$ cat src/rtl/exec_pkg.sv
// Shared definitions for the execute stage: opcode values, FSM state
// encoding, instruction field positions and opcode classification helpers.
// No logic; imported by exec_unit and alu8.
package exec_pkg;

    localparam int INSTR_W = 16;

    // Instruction layout {opcode, rd, rs1, rs2}
    localparam int OPC_MSB = 15;
    localparam int OPC_LSB = 12;
    localparam int RD_MSB  = 11;
    localparam int RD_LSB  = 8;
    localparam int RS1_MSB = 7;
    localparam int RS1_LSB = 4;
    localparam int RS2_MSB = 3;
    localparam int RS2_LSB = 0;

    localparam logic [3:0] OP_NOP = 4'd0;
    localparam logic [3:0] OP_ADD = 4'd1;
    localparam logic [3:0] OP_SUB = 4'd2;
    localparam logic [3:0] OP_AND = 4'd3;
    localparam logic [3:0] OP_OR  = 4'd4;
    localparam logic [3:0] OP_XOR = 4'd5;
    localparam logic [3:0] OP_SHL = 4'd6;
    localparam logic [3:0] OP_SHR = 4'd7;
    localparam logic [3:0] OP_LDI = 4'd8;
    localparam logic [3:0] OP_MOV = 4'd9;

    typedef enum logic [1:0] {
        ST_IDLE  = 2'd0,
        ST_READ  = 2'd1,
        ST_EXEC  = 2'd2,
        ST_WRITE = 2'd3
    } state_e;

    // Opcodes that produce a result: they write rd and update flag_zero.
    function automatic logic op_writes(input logic [3:0] op);
        return (op >= OP_ADD) && (op <= OP_MOV);
    endfunction

    // Only ADD/SUB touch flag_carry; everything else holds it.
    function automatic logic op_sets_carry(input logic [3:0] op);
        return (op == OP_ADD) || (op == OP_SUB);
    endfunction

endpackage

$ cat src/rtl/exec_unit_alu8.sv
// alu8: combinational ALU for the execute stage.
// Latency: zero cycles (pure combinational).
// Backpressure: none; the caller samples the outputs when it needs them.
// Ports: op_i opcode, a_i/b_i operands, imm_i LDI immediate;
//        result_o wrapped result, carry_o carry/borrow, illegal_o undefined opcode.
module alu8
    import exec_pkg::*;
#(
    parameter int WIDTH = 8
) (
    input  logic [3:0]       op_i,
    input  logic [WIDTH-1:0] a_i,
    input  logic [WIDTH-1:0] b_i,
    input  logic [WIDTH-1:0] imm_i,
    output logic [WIDTH-1:0] result_o,
    output logic             carry_o,
    output logic             illegal_o
);

    logic [WIDTH:0] sum;
    logic [WIDTH:0] diff;

    // One extra bit: sum MSB is the carry, diff MSB is the unsigned borrow.
    assign sum  = {1'b0, a_i} + {1'b0, b_i};
    assign diff = {1'b0, a_i} - {1'b0, b_i};

    always_comb begin
        result_o  = '0;
        carry_o   = 1'b0;
        illegal_o = 1'b0;
        case (op_i)
            OP_NOP: result_o = '0;
            OP_ADD: begin
                result_o = sum[WIDTH-1:0];
                carry_o  = sum[WIDTH];
            end
            OP_SUB: begin
                result_o = diff[WIDTH-1:0];
                carry_o  = diff[WIDTH];
            end
            OP_AND: result_o = a_i & b_i;
            OP_OR:  result_o = a_i | b_i;
            OP_XOR: result_o = a_i ^ b_i;
            OP_SHL: result_o = a_i << b_i[2:0];
            OP_SHR: result_o = a_i >> b_i[2:0];
            OP_LDI: result_o = imm_i;
            OP_MOV: result_o = a_i;
            default: illegal_o = 1'b1;
        endcase
    end

endmodule

$ cat src/rtl/exec_unit.sv
// exec_unit: four-state execute stage (IDLE/READ/EXEC/WRITE) feeding register_block.
// Latency: accept edge -> READ -> EXEC -> WRITE, 4 cycles per instruction.
// Backpressure: instr_ready high only in IDLE; no stalls once accepted.
// Ports: clock/reset_n; instr_valid/instr/instr_ready upstream handshake;
//        read{1,2}_id/_value register reads; write_id/write_value register write;
//        done/illegal completion pulses; flag_zero/flag_carry architectural flags.
module exec_unit
    import exec_pkg::*;
#(
    parameter int WIDTH    = 8,
    parameter int REG_ID_W = 4
) (
    input  logic                clock,
    input  logic                reset_n,
    input  logic                instr_valid,
    input  logic [INSTR_W-1:0]  instr,
    output logic                instr_ready,
    output logic [REG_ID_W-1:0] read1_id,
    input  logic [WIDTH-1:0]    read1_value,
    output logic [REG_ID_W-1:0] read2_id,
    input  logic [WIDTH-1:0]    read2_value,
    output logic [REG_ID_W-1:0] write_id,
    output logic [WIDTH-1:0]    write_value,
    output logic                done,
    output logic                illegal,
    output logic                flag_zero,
    output logic                flag_carry
);

    state_e              state_q;
    logic [INSTR_W-1:0]  instr_q;
    logic [WIDTH-1:0]    a_q;
    logic [WIDTH-1:0]    b_q;
    // result/carry/illegal are loaded at the end of EXEC and cleared when
    // WRITE ends, so they are nonzero only during WRITE and double as outputs.
    logic [WIDTH-1:0]    result_q;
    logic                carry_q;
    logic                illegal_q;
    logic                done_q;
    logic                instr_ready_q;
    logic [REG_ID_W-1:0] read1_id_q;
    logic [REG_ID_W-1:0] read2_id_q;
    logic [REG_ID_W-1:0] write_id_q;
    logic                flag_zero_q;
    logic                flag_carry_q;

    logic [3:0]          op;
    logic [WIDTH-1:0]    alu_result;
    logic                alu_carry;
    logic                alu_illegal;

    assign op = instr_q[OPC_MSB:OPC_LSB];

    alu8 #(.WIDTH(WIDTH)) u_alu (
        .op_i      (op),
        .a_i       (a_q),
        .b_i       (b_q),
        .imm_i     (WIDTH'(instr_q[RS1_MSB:RS2_LSB])),
        .result_o  (alu_result),
        .carry_o   (alu_carry),
        .illegal_o (alu_illegal)
    );

    always_ff @(posedge clock or negedge reset_n) begin
        if (!reset_n) begin
            state_q       <= ST_IDLE;
            instr_q       <= '0;
            a_q           <= '0;
            b_q           <= '0;
            result_q      <= '0;
            carry_q       <= 1'b0;
            illegal_q     <= 1'b0;
            done_q        <= 1'b0;
            instr_ready_q <= 1'b1;
            read1_id_q    <= '0;
            read2_id_q    <= '0;
            write_id_q    <= '0;
            flag_zero_q   <= 1'b0;
            flag_carry_q  <= 1'b0;
        end else begin
            case (state_q)
                ST_IDLE: begin
                    if (instr_valid) begin
                        instr_q       <= instr;
                        instr_ready_q <= 1'b0;
                        // Read ids come straight from the accepted word so
                        // they are already registered during READ.
                        read1_id_q    <= REG_ID_W'(instr[RS1_MSB:RS1_LSB]);
                        read2_id_q    <= REG_ID_W'(instr[RS2_MSB:RS2_LSB]);
                        state_q       <= ST_READ;
                    end
                end
                ST_READ: begin
                    a_q        <= read1_value;
                    b_q        <= read2_value;
                    read1_id_q <= '0;
                    read2_id_q <= '0;
                    state_q    <= ST_EXEC;
                end
                ST_EXEC: begin
                    result_q   <= alu_result;
                    carry_q    <= alu_carry;
                    illegal_q  <= alu_illegal;
                    done_q     <= 1'b1;
                    // NOP and illegal opcodes present write_id 0, i.e. no write.
                    write_id_q <= op_writes(op) ? REG_ID_W'(instr_q[RD_MSB:RD_LSB])
                                                : '0;
                    state_q    <= ST_WRITE;
                end
                ST_WRITE: begin
                    if (op_writes(op)) begin
                        flag_zero_q <= (result_q == '0);
                    end
                    if (op_sets_carry(op)) begin
                        flag_carry_q <= carry_q;
                    end
                    result_q      <= '0;
                    carry_q       <= 1'b0;
                    illegal_q     <= 1'b0;
                    done_q        <= 1'b0;
                    write_id_q    <= '0;
                    instr_ready_q <= 1'b1;
                    state_q       <= ST_IDLE;
                end
                default: state_q <= ST_IDLE;
            endcase
        end
    end

    assign instr_ready = instr_ready_q;
    assign read1_id    = read1_id_q;
    assign read2_id    = read2_id_q;
    assign write_id    = write_id_q;
    assign write_value = result_q;
    assign done        = done_q;
    assign illegal     = illegal_q;
    assign flag_zero   = flag_zero_q;
    assign flag_carry  = flag_carry_q;

endmodule

$ cat config.mk
export PLATFORM = sky130hd
export DESIGN_NAME = exec_unit
export DESIGN_NICKNAME = d
export VERILOG_FILES = /design/src/rtl/exec_pkg.sv /design/src/rtl/exec_unit_alu8.sv /design/src/rtl/exec_unit.sv
export SDC_FILE = /design/constraint.sdc
export NUM_CORES = 1
export LEC_CHECK = 0
export BUFFER_PORTS_ARGS = -buffer_cell sky130_fd_sc_hd__buf_2
export CAP_MARGIN = 20
export CORE_MARGIN = 10
export CORE_UTILIZATION = 50
export CTS_CLUSTER_DIAMETER = 50
export DETAILED_ROUTE_END_ITERATION = 10
export MAX_ROUTING_LAYER = met4
export PLACE_DENSITY = 0.69
export SYNTH_ARGS = -nofsm -noshare
export SYNTH_HDL_FRONTEND = slang
export SYNTH_HIERARCHICAL = 1
export SYNTH_SLANG_ARGS = --single-unit
$ cat constraint.sdc
create_clock -name clock -period 5.7 [get_ports clock]
set_input_delay 0.285 -clock clock [delete_from_list [all_inputs] [get_ports clock]]
set_output_delay 0.285 -clock clock [all_outputs]
set_load 0.005 [all_outputs]
==> run summary <==
Status: completed
Leakage: 2.307 nW
Site Rows: 33
Synth Net Count: 525
Layout Area Growth over Synthesis: 12.52%
Nature of the critical path endpoint: register
PortBufs: 59
Largest net degree at the start of global routing: 61
Gpl congestion: 0.9305
Tmin final: 3.168 ns
FFs w/ async S/R, synth: 100.0%
Syn_area_per_cell: 9.295 um^2
Root Buffer: clkbuf_8
Synthesized area: 0.004267 mm^2
ANT nets after route: 0
Hold Fails Final Rpt: 0
Layout cells sized above 1: 23.52%
Largest family of logic cells by synthesized area: simple AND/OR/NAND/NOR gates
Final setup fails: 0
RSZ-0062 raised after global routing: false
Maximum VDD drop: 0.0002937 V
Simple-gate share of the synthesized area: 20.50%
Adder-Cell Fraction of Synth Area: 9.443%
GRT Total Usage: 18.98%
Core area: 0.008258 mm^2
Kind of critical path: register to register
Worst-Skew Late Latency: 0.34 ns
Max-slew headroom: 34.33%
Final period utilization: 55.57%
Flops & latches, synth: 60
Grt ovf: 0
Ports: 60
Crit path arrival time: 3.44 ns
Number of distinct library cells after synthesis: 60
First-pass GRT wire length: 19.22 mm
Drt pass-1 iters: 5
Register area share after synthesis: 35.22%
Synthesis Warnings: 6
Initial antenna violation count: 0
Vias in the first global route: 3,610
Ant. Diodes: 0
Critical path startpoint category: register
Measured slew at the worst slew-check pin: 0.9850 ns
Max Transition Viols Final: 0
Synth Area in XOR/XNOR: 0.8211%
CTS Buf Count: 9
Hpwl dp: 8.455 mm
Fin Setup TNS: 0 ns
# clock sinks: 60
Routed WL per cell: 19.03 um
Synth Area in Compound Gates: 15.81%
Critical-path maximum fanout: 22
Post-synthesis mux area share: 12.70%
Starting density of the core: 51.67%
Via/cell ratio: 5.974
Die X: 112.4 um
Final #Nets: 567
Min-delay worst type: input pin to async pin
Post_cts resized: 0
Max-cap violations: 0
Max Freq: 315.7 MHz
Post-synth EDFFs: 0
Post-CTS Hold Buffers: 0
P per Cell Area: 662.4 mW/mm^2
Worst EP required: 5.97 ns
DRT iter0 DRCs: 313
Via count: 3,650
Top FF cell, synth: dfrtp_1
Clock-pin slew on the worst setup and hold paths: 0.07 ns
DRC: 0
Cells after Synth: 459
Final wirelength: 11.63 mm
Hold slack: 0.08635 ns
# Post-CTS Setup Buffers: 0
CTS tree: built
CTS Buffer Depth: 2
Die ar.: 0.01263 mm^2
H-tree levels: 3
Die height: 112.4 um
Clock skew: 0.01057 ns
==> final cells by class <==
type / count / area [um^2]
fill: 767 / 3457
multi-input combinational: 342 / 2535
sequential: 60 / 1503
timing repair buffer: 62 / 317.8
tap: 105 / 131.4
clock buffer: 10 / 127.6
inverter: 26 / 97.59
clock inverter: 6 / 88.84
==> worst max-delay path, stage by stage, from the launching register on <==
cell and delay [ns]:
dfrtp_1 0.90, ha_1 0.31, inv_1 0.06, fa_1 0.40, nor3b_1 0.16, nor3_1 0.34, o31ai_1 0.17, a2111o_1 0.44
o211ai_1 0.10, mux2i_1 0.10, nor2_1 0.12
==> synth_stat cells (8+ instances only) <==
master	number	area share, %
nor3_1	8	0.94
nand2_1	71	6.2
nand2b_1	8	1.2
nor2_1	27	2.4
ha_1	29	8.5
buf_2	17	2.0
mux2i_1	17	4.0
inv_1	26	2.3
a221oi_1	8	1.6
nand4_1	9	1.3
a21oi_1	23	2.7
o21ai_0	16	1.9
nor2b_1	13	1.9
mux2_2	20	5.3
clkbuf_1	14	1.2
dfrtp_1	59	35
==> flip-flops by register name, summed over array words and instances (netlist names), 2 cells and up <==
register / flops
write_value: 8
write_id: 4
instr_q: 16
read2_id: 4
state_q: 2
read1_id: 4
b_q: 8
a_q: 8
==> power breakdown <==
part / internal, mW / switching [mW] / total (mW)
registers: 0.622 / 0.317 / 0.939
logic: 0.834 / 0.980 / 1.81
clock network: 0.246 / 0.181 / 0.427
total: 1.70 / 1.48 / 3.18
==> kinds of logic (layout without fill, tap and decap cells) <==
family | count (synthesis) | in the layout
XOR/XNOR | 4 | 4
flip-flops | 60 | 60
adder cells (fa/ha/maj) | 31 | 31
buffers and inverters | 57 | 104
AO/OA/AOI/OAI | 95 | 95
multiplexers | 44 | 44
AND/OR/NAND/NOR | 168 | 168
==> through the flow <==
stage | power (mW) | instances | instance area, um^2 | util (%) | setup WS, ns
final | 3.180 | 611 | 4801 | 58.14 | 2.532
after global routing | 3.453 | 611 | 4801 | 58.14 | 2.363
after CTS | 3.176 | 611 | 4801 | 58.14 | 2.526
after detailed placement | 2.726 | 595 | 4584 | 55.52 | 2.599
after global placement | 2.699 | 595 | 4584 | 55.52 | 2.675
after floorplan | 2.223 | 459 | 4267 | - | 3.299
==> routing by layer <==
| layer | vias to the layer above | global-route usage [%] | routed length (um) |
|---|---|---|---|
| met1 | 1786 | 25.10 | 5362 |
| li1 | 1727 | - | - |
| met5 | - | - | 0 |
| met2 | 120 | 28.47 | 5285 |
| met3 | 17 | 3.834 | 754 |
| met4 | 0 | 6.176 | 223 |
==> worst paths after layout <==
| check | from | end | slack, ns | depth (start not counted) |
|---|---|---|---|---|
| hold reg to reg | instr_ready | instr_ready | 0.47 | 2 |
| setup / recovery | b_q[0] | carry_q | 2.53 | 10 |
| min in group clock | instr[10] | instr_q[10] | 0.14 | 3 |
| hold / removal | reset_n | b_q[3] | 0.09 | 2 |
| max in group asynchronous | reset_n | instr_q[4] | 5.08 | 2 |
| setup reg to reg | b_q[0] | carry_q | 2.53 | 10 |
==> cell usage in the layout (no fill, tap or decap), types with 4 or more instances in the layout <==
cell type / instances
nor2_1: 27
a221o_1: 4
nor3b_1: 6
nor3_1: 8
nand2_1: 71
a222oi_1: 4
buf_2: 59
mux4_2: 6
mux2i_1: 17
o21ai_0: 16
nand4_1: 9
o211ai_1: 5
a21oi_1: 23
a221oi_1: 8
nand2b_1: 8
ha_1: 29
inv_1: 26
dfrtp_1: 59
mux2_2: 20
clkbuf_8: 9
nor2b_1: 13
a21o_1: 6
No activity file was read; power rests on OpenSTA's default activity.
